File: src/rtl/encoder_quad_rx_if.sv
// rtl/encoder_quad_rx_if.sv - encoder front-end signal bundle (raw A/B, launch gate, decoded outputs)
interface encoder_quad_rx_if;
  logic        enc_a;
  logic        enc_b;
  logic        flag_key_launch;
  logic        encoder_pulses;
  logic        dir;
  logic        err_flag;
  logic [15:0] unit_cnt;

  // Driver side: the encoder wiring and trip controller.
  modport master (
    output enc_a,
    output enc_b,
    output flag_key_launch,
    input  encoder_pulses,
    input  dir,
    input  err_flag,
    input  unit_cnt
  );

  // Decoder side.
  modport slave (
    input  enc_a,
    input  enc_b,
    input  flag_key_launch,
    output encoder_pulses,
    output dir,
    output err_flag,
    output unit_cnt
  );
endinterface

File: src/rtl/encoder_quad_rx.sv
// rtl/encoder_quad_rx.sv - quadrature sync/filter/decode front-end emitting one strobe per distance unit
module encoder_quad_rx #(
  parameter int unsigned FILT_LEN     = 4,
  parameter logic [15:0] CNT_PER_UNIT = 16'd400
) (
  input  logic               sys_clk,
  input  logic               sys_rst_n,
  encoder_quad_rx_if.slave   bus
);

  // Pair bit 1 is channel A, bit 0 is channel B throughout.
  localparam logic [3:0]  FILT_LAST = 4'(FILT_LEN - 1);
  localparam logic [15:0] ACC_LAST  = CNT_PER_UNIT - 16'd1;

  logic [1:0]  sync1_q;
  logic [1:0]  sync2_q;
  logic [3:0]  filt_cnt_q [2];
  logic [1:0]  filt_q;
  logic [1:0]  prev_q;
  logic [15:0] acc_q;
  logic        pulse_q;
  logic        dir_q;
  logic        err_q;
  logic [15:0] unit_q;

  logic        step_fwd;
  logic        step_rev;
  logic        step_bad;

  // Two-flop synchroniser for both raw channels.
  always_ff @(posedge sys_clk or negedge sys_rst_n) begin
    if (!sys_rst_n) begin
      sync1_q <= 2'b00;
      sync2_q <= 2'b00;
    end else begin
      sync1_q <= {bus.enc_a, bus.enc_b};
      sync2_q <= sync1_q;
    end
  end

  // Per-channel glitch filter: a new level must persist FILT_LEN cycles before it is accepted.
  always_ff @(posedge sys_clk or negedge sys_rst_n) begin
    if (!sys_rst_n) begin
      filt_cnt_q[0] <= 4'd0;
      filt_cnt_q[1] <= 4'd0;
      filt_q        <= 2'b00;
    end else begin
      for (int ch = 0; ch < 2; ch++) begin
        if (sync2_q[ch] == filt_q[ch]) begin
          filt_cnt_q[ch] <= 4'd0;
        end else if (filt_cnt_q[ch] == FILT_LAST) begin
          filt_q[ch]     <= sync2_q[ch];
          filt_cnt_q[ch] <= 4'd0;
        end else begin
          filt_cnt_q[ch] <= filt_cnt_q[ch] + 4'd1;
        end
      end
    end
  end

  // Classify the filtered pair against last cycle's pair (forward order 00-10-11-01).
  always_comb begin
    step_fwd = 1'b0;
    step_rev = 1'b0;
    step_bad = 1'b0;
    case ({prev_q, filt_q})
      4'b00_10, 4'b10_11, 4'b11_01, 4'b01_00: step_fwd = 1'b1;
      4'b00_01, 4'b01_11, 4'b11_10, 4'b10_00: step_rev = 1'b1;
      4'b00_11, 4'b11_00, 4'b01_10, 4'b10_01: step_bad = 1'b1;
      default: ;
    endcase
  end

  // Previous pair tracks unconditionally so enabling launch never yields a phantom step.
  always_ff @(posedge sys_clk or negedge sys_rst_n) begin
    if (!sys_rst_n) begin
      prev_q <= 2'b00;
    end else begin
      prev_q <= filt_q;
    end
  end

  // Direction follows every legal step; illegal jumps leave it untouched.
  always_ff @(posedge sys_clk or negedge sys_rst_n) begin
    if (!sys_rst_n) begin
      dir_q <= 1'b1;
    end else if (step_fwd) begin
      dir_q <= 1'b1;
    end else if (step_rev) begin
      dir_q <= 1'b0;
    end
  end

  // Distance accumulation, unit strobe, saturating unit count and sticky error, all gated by launch.
  always_ff @(posedge sys_clk or negedge sys_rst_n) begin
    if (!sys_rst_n) begin
      acc_q   <= 16'd0;
      pulse_q <= 1'b0;
      err_q   <= 1'b0;
      unit_q  <= 16'd0;
    end else begin
      pulse_q <= 1'b0;
      if (!bus.flag_key_launch) begin
        acc_q  <= 16'd0;
        err_q  <= 1'b0;
        unit_q <= 16'd0;
      end else begin
        if (step_bad) begin
          err_q <= 1'b1;
        end
        if (step_fwd) begin
          if (acc_q == ACC_LAST) begin
            acc_q   <= 16'd0;
            pulse_q <= 1'b1;
            if (unit_q != 16'hFFFF) begin
              unit_q <= unit_q + 16'd1;
            end
          end else begin
            acc_q <= acc_q + 16'd1;
          end
        end else if (step_rev) begin
          if (acc_q != 16'd0) begin
            acc_q <= acc_q - 16'd1;
          end
        end
      end
    end
  end

  assign bus.encoder_pulses = pulse_q;
  assign bus.dir            = dir_q;
  assign bus.err_flag       = err_q;
  assign bus.unit_cnt       = unit_q;

endmodule

File: src/flat_wrapper.sv
// flat-port wrapper written by rule: the top's interface ports become plain ports
module encoder_quad_rx_flat 
#(
  parameter int unsigned FILT_LEN     = 4,
  parameter logic [15:0] CNT_PER_UNIT = 16'd400
)
  (sys_clk, sys_rst_n, bus_enc_a, bus_enc_b, bus_flag_key_launch, bus_encoder_pulses, bus_dir, bus_err_flag, bus_unit_cnt);
  encoder_quad_rx_if bus_i ();
  input  logic sys_clk;
  input  logic sys_rst_n;
  input wire logic [$bits(bus_i.enc_a)-1:0] bus_enc_a;
  input wire logic [$bits(bus_i.enc_b)-1:0] bus_enc_b;
  input wire logic [$bits(bus_i.flag_key_launch)-1:0] bus_flag_key_launch;
  output wire logic [$bits(bus_i.encoder_pulses)-1:0] bus_encoder_pulses;
  output wire logic [$bits(bus_i.dir)-1:0] bus_dir;
  output wire logic [$bits(bus_i.err_flag)-1:0] bus_err_flag;
  output wire logic [$bits(bus_i.unit_cnt)-1:0] bus_unit_cnt;
  assign bus_i.enc_a = bus_enc_a;
  assign bus_i.enc_b = bus_enc_b;
  assign bus_i.flag_key_launch = bus_flag_key_launch;
  assign bus_encoder_pulses = bus_i.encoder_pulses;
  assign bus_dir = bus_i.dir;
  assign bus_err_flag = bus_i.err_flag;
  assign bus_unit_cnt = bus_i.unit_cnt;
  encoder_quad_rx #(.FILT_LEN(FILT_LEN), .CNT_PER_UNIT(CNT_PER_UNIT)) u_core (.sys_clk(sys_clk), .sys_rst_n(sys_rst_n), .bus(bus_i));
endmodule
File: config.mk
export PLATFORM = sky130hd
export DESIGN_NAME = encoder_quad_rx_flat
export DESIGN_NICKNAME = d
export VERILOG_FILES = /design/src/rtl/encoder_quad_rx_if.sv /design/src/rtl/encoder_quad_rx.sv /design/src/flat_wrapper.sv
export SDC_FILE = /design/constraint.sdc
export NUM_CORES = 1
export LEC_CHECK = 0
export ABC_AREA = 1
export BUFFER_PORTS_ARGS = -buffer_cell sky130_fd_sc_hd__buf_2
export CORE_AREA = 2 2 97 90
export CTS_BUF_LIST = sky130_fd_sc_hd__clkbuf_8
export CTS_CLUSTER_DIAMETER = 80
export DETAILED_ROUTE_END_ITERATION = 10
export DIE_AREA = 0 0 99 92
export PLACE_DENSITY = 0.64
export SLEW_MARGIN = 10
export SYNTH_ARGS = -nofsm -noshare
export SYNTH_HDL_FRONTEND = slang
export SYNTH_SLANG_ARGS = --single-unit
File: constraint.sdc
create_clock -name sys_clk -period 1.6 [get_ports sys_clk]
set_input_delay 0.08 -clock sys_clk [delete_from_list [all_inputs] [get_ports sys_clk]]
set_output_delay 0.08 -clock sys_clk [all_outputs]
set_load 0.02 [all_outputs]
== Yosys cells after proc, flatten, opt, wreduce, memory -nomap -nowiden ==
Cells that the tools add are included.

* Bits in registers: 51
* Latch bits: 0
* Bits in writable memories: 0
* Memory bits (read-only): 0
* Input bits: 5
* Output and inout bits: 19
* Logic and storage cells: 75
* Memories: 0

* Add/subtract/negate cells: 5
* $mul: 0
* Div/mod/pow operators: 0
* Order comparisons: 0
* Equality and inequality tests: 24
* Shift operators: 0
* Mux-type cells: 23
* Bitwise logic cells: 2
* Reduce and logical (&&, ||, !) cells: 9

{| class="wikitable"
|+ Operators with widths
! cell !! count
|-
| $mux W16 || 9
|-
| $add A16 B1 Y16 const B || 2
|-
| $eq A4 B4 Y1 const B || 6
|-
| $eq A16 B9 Y1 const B || 1
|-
| $eq A4 B2 Y1 const B || 4
|-
| $mux W4 || 4
|-
| $ne A16 B16 Y1 const B || 1
|-
| $reduce_bool A16 Y1 || 1
|-
| $sub A16 B1 Y16 const B || 1
|-
| $eq A4 B3 Y1 const B || 3
|-
| $reduce_or A4 Y1 || 3
|-
| $mux W1 || 10
|-
| $add A4 B1 Y4 const B || 2
|-
| $ne A2 B1 Y1 const B || 4
|-
| $ne A3 B1 Y1 const B || 2
|-
| $reduce_and A2 Y1 || 3
|-
| $eq A4 B1 Y1 const B || 1
|-
| $reduce_and A3 Y1 || 1
|-
| $eq A1 B1 Y1 || 2
|-
| $not A1 Y1 || 2
|-
| $reduce_bool A2 Y1 || 1
|}

== Depth between registers and ports, before layout ==
* Word-level depth: 6
* Mapped depth: 12
* Depth with buffers taken out: 12

== Worst setup path before layout ==
OpenSTA, ideal clock, no wires.

* Path type: register to register
* Start: register u_core.unit_q[0] (netlist: u_core.bus.unit_cnt[0])
* End: register u_core.unit_q[8] (netlist: u_core.bus.unit_cnt[8])
* Setup time: 0.119 ns
* Arrival time: 1.708 ns
* Required time: 1.481 ns
* Path slack: -0.227 ns
* Stages on the path, launching flop included: 10
* Path buffers: 1
* Period minus slack after synthesis: 1.827 ns
* Cell sequence: dfrtp_1 ha_1 nand3_2 nor3_2 nand3_1 nor2_2 nor2_8 buf_6 nand2_2 o21ai_2

* Longest elaborated chain between the ends: 5
* Elaborated cells on any way between the ends: 8
* Classes of those cells: add/sub (1); eq/ne (2); mux (4); reduce/logical (1)

{| class="wikitable"
|+ RTL lines
! item !! line !! RTL
|-
| start, declared || encoder_quad_rx.sv:24 || <nowiki>logic [15:0] unit_q;</nowiki>
|-
| start signal, assigned || encoder_quad_rx.sv:116 || <nowiki>unit_q <= unit_q + 16'd1;</nowiki>
|-
| $add A16 B1 Y16 || encoder_quad_rx.sv:116 ||
|-
| $mux W16 || encoder_quad_rx.sv:115 || <nowiki>if (unit_q != 16'hFFFF) begin</nowiki>
|-
| $mux W16 || encoder_quad_rx.sv:112 || <nowiki>if (acc_q == ACC_LAST) begin</nowiki>
|-
| $mux W16 || encoder_quad_rx.sv:111 || <nowiki>if (step_fwd) begin</nowiki>
|-
| $mux W16 || encoder_quad_rx.sv:103 || <nowiki>if (!bus.flag_key_launch) begin</nowiki>
|}

Parallel ways exist; a longest one is shown, timed or not. The select of a mux whose other input is x is not followed.
A chain may end at the register's enable or synchronous reset.

== Worst setup path after layout ==
* Start: register u_core.acc_q[0]
* End: register u_core.unit_q[8] (netlist: u_core.bus.unit_cnt[8])

* Longest elaborated chain between the ends: 3

{| class="wikitable"
|+ RTL lines
! item !! line !! RTL
|-
| start, declared || encoder_quad_rx.sv:20 || <nowiki>logic [15:0] acc_q;</nowiki>
|-
| start signal, assigned || encoder_quad_rx.sv:119 || <nowiki>acc_q <= acc_q + 16'd1;</nowiki>
|-
| start signal, assigned || encoder_quad_rx.sv:123 || <nowiki>acc_q <= acc_q - 16'd1;</nowiki>
|-
| $eq A16 B9 Y1 || encoder_quad_rx.sv:112 ||
|-
| $ne A2 B1 Y1 (no source line) || -- ||
|-
| $reduce_and A3 Y1 (no source line) || -- ||
|}

No other way between the ends.

==> flow_summary.json <==
{
  "status": "finished with violations",
  "violations": "negative setup slack",
  "rows": 32,
  "vdd_drop_max_v": 0.00110,
  "track_usage": 0.206,
  "drt-total-wl_mm": 9.78,
  "vias_per_cell": 5.05,
  "fin_crit_sh": 1.06,
  "p_clk_frac": 0.090,
  "use_met2": 0.328,
  "cap_violations": 0,
  "fmax_mhz": 591,
  "slowest_delay_ns": 0.42,
  "die_area_um2": 9110,
  "worst_pin_slew_ns": 0.352,
  "met1_usage": 0.287,
  "hold_violations": 0,
  "p_leak_nw": 2.35,
  "syn_nets": 513,
  "cts_buffers": 5,
  "path_buf_inv": 2,
  "clkSinkCount": 51,
  "clk_latency_ns": 0.31,
  "cp.required_ns": 1.81,
  "grt_setup_unrepaired": "true",
  "drive_gt1_frac": 0.364,
  "p_per_area_nw_per_um2": 1850,
  "synth.yosys.warnings": 0,
  "wl_per_cell_um": 14.0,
  "fp.dieH_um": 92,
  "timing.final.ws_setup_ns": -0.0919,
  "critPathMostFrequentCell": "nand2_4",
  "grt_pass1_wl_mm": 15.3,
  "fin_worst_skew_ns": 0.00769,
  "hold_path_class": "primary input to flop",
  "initial_utilization": 0.434,
  "critPathSlowestCell": "dfrtp_1",
  "dp_hpwl_mm": 6.46,
  "cp.depth": 11,
  "start_kind": "flop",
  "die_w_um": 99,
  "cp.arrival_ns": 1.90,
  "crit_path_end_kind": "flop",
  "cts_tree": "built",
  "ys_ff_latch": 51,
  "num_antenna_cells": 0,
  "routed-via-count": 3514,
  "clock_path_buffers": 2,
  "power_frac_comb": 0.685,
  "utilization": 0.591,
  "core-area_um2": 8210,
  "nets": 603,
  "grt_antenna_before_repair": 0,
  "max_slew_margin": 0.764,
  "drtIter0Drc": 265,
  "place_congestion": 0.895,
  "synth_cells": 503,
  "grt_max_degree": 52,
  "whs_ns": 0.181,
  "critPathMaxFanout": 6,
  "switchingPower_w": 0.00407,
  "p_int_w": 0.00492,
  "io_buffer_count": 23,
  "crit_family": "simple AND/OR/NAND/NOR gates",
  "cts-root-buf": "clkbuf_8",
  "syn_area_um2": 3560,
  "p_seq_frac": 0.225,
  "ant_nets": 0,
  "htreeDepth": 2,
  "clk_pin_slew_ns": 0.10,
  "avgSynthCellArea_um2": 7.08,
  "grt_pass1_vias": 3347,
  "io_pins": 24,
  "use_met3": 0.0434,
  "setup_violations": 25,
  "slew_viol_final": 0,
  "drc": 0,
  "rr_worst_depth": 11,
  "fin_crit_ns": 1.69,
  "fin_tns_setup_ns": -1.27,
  "critical_path.cell_chain": "ha_2 > nand2_2 > inv_2 > nand2_4 > nor2_4 > nand2_4 > nand2_4 > nand2_4 > nor2_8 > clkbuf_16 > o21ai_2",
  "grt-ovfl-total": 0,
  "drtPass1Iterations": 5,
  "busiest_layer": "met2",
  "synth_cell_types": 32,
  "yosysSeqAreaShare": 0.358,
  "holdPathStages": 3,
  "area_growth_pct": 36.2,
  "switching_share": 0.453,
  "report.power.total_w": 0.00899,
  "path_class": "flop to flop"
}
tightest hold or removal path, cell delays in order:
cell,delay [ns]
buf_2,0.11
clkinv_1,0.17
nor4_1,0.10
synthesized netlist by cell type:
library cell    n  share of area
nand2_1       160           0.17
nor2_1         72          0.076
dfrtp_1        50           0.35
nand3_1        46          0.065
inv_1          31          0.033
xor2_1         21          0.052
buf_2          14          0.020
nand4_1        12          0.021
xnor2_1        11          0.027
nand2_2         9          0.016
o21ai_0         9          0.013
nor2_2          6          0.011
nor3_1          6         0.0084
o21ai_1         6         0.0084
o21ai_2         6          0.015
buf_6           5          0.016
ha_1            5          0.018
inv_2           5         0.0053
nor2_4          5          0.016
a21oi_1         4         0.0056
buf_4           3         0.0063
nand2_4         3         0.0095
clkinv_1        2         0.0021
mux2_2          2         0.0063
nand3_2         2         0.0056
nor4_1          2         0.0035
clkbuf_1        1         0.0011
dfstp_2         1         0.0074
nand3_4         1         0.0049
nor2_8          1         0.0056
nor3_2          1         0.0028
o211ai_1        1         0.0021
repair_timing:
action | CTS | global route
pin swaps | 0 | 23
endpoints found under the setup margin | 31 | 32
cloned | 1 | 4
setup buffers | 1 | 17
hold buffers | 3 | 0
resized for setup | 8 | 75
endpoints found under the hold margin | 52 | 0
per-layer routing:
metal / up-vias / part of all wire
met1: 1645 / 0.46
met3: 14 / 0.055
li1: 1771 / -
met5: - / 0
met4: 0 / 0.015
met2: 84 / 0.47
kinds of logic after synthesis:
logic type | count (synthesis) | share of synthesized area
adders and majority gates | 5 | 0.0176
xor gates and xnor gates | 32 | 0.0787
and+or+nand+nor | 326 | 0.413
AOI/OAI and AO/OA | 26 | 0.0435
DFF | 51 | 0.358
muxes | 2 | 0.00632
buffers and inverters | 61 | 0.0829
layout by cell type, fill, tap and decap left out, drive strengths merged:
cell / count
a21oi: 4
buf: 99
clkbuf: 9
clkinv: 3
clkinvlp: 1
dfrtp: 50
dfstp: 1
dlygate4sd3: 3
ha: 5
inv: 37
mux2: 2
nand2: 172
nand3: 49
nand4: 12
nor2: 84
nor3: 7
nor4: 2
o211ai: 1
o21ai: 21
xnor2: 11
xor2: 21
final timing paths:
kind,start,endpoint,slack [ns]
setup / recovery,u_core.acc_q[0]$_DFFE_PN0P_,u_core.bus.unit_cnt[8]$_DFFE_PN0P_,-0.09
setup reg to reg,u_core.acc_q[0]$_DFFE_PN0P_,u_core.bus.unit_cnt[8]$_DFFE_PN0P_,-0.09
hold reg to reg,u_core.sync1_q[1]$_DFF_PN0_,u_core.sync2_q[1]$_DFF_PN0_,0.36
max in group asynchronous,sys_rst_n,u_core.bus.dir$_DFFE_PN1P_,1.03
hold / removal,bus_flag_key_launch,u_core.bus.encoder_pulses$_DFF_PN0_,0.18
min in group asynchronous,sys_rst_n,u_core.acc_q[5]$_DFFE_PN0P_,0.27
flip-flops by register name, summed over array words and instances (netlist names), 2 cells and up:
register,flops
u_core.sync2_q,2
u_core.sync1_q,2
u_core.prev_q,2
u_core.filt_cnt_q,8
u_core.filt_q,2
u_core.bus.unit_cnt,16
u_core.acc_q,16
through the flow:
| step | instance area, um2 | setup slack, ns | cells |
|---|---|---|---|
| after floorplan | 3600 | 0.0134 | 503 |
| after detailed placement | 4190 | -0.0361 | 663 |
| after global placement | 4190 | 0.0181 | 663 |
| final | 4850 | -0.0919 | 696 |
| after CTS | 4380 | -0.0515 | 676 |
| after global routing | 4850 | -0.186 | 696 |
layout make-up:
type                       count  area [um2]
inverter                      38         153
sequential                    51        1290
multi-input combinational    391        2250
tap                          102         128
clock inverter                 3        27.5
clock buffer                   5        68.8
fill                         720        3360
timing repair buffer         106         933
power groups by stage:
stage	Combinational [W]	Clock, W	Sequential [W]
after CTS	0.00462	0.000832	0.00194
final	0.00616	0.000807	0.00202
after global routing	0.00666	0.000893	0.00206
after detailed placement	0.00430	0	0.00197
after global placement	0.00421	0	0.00195
after floorplan	0.00290	0	0.00192
No activity file was read; power rests on OpenSTA's default activity.
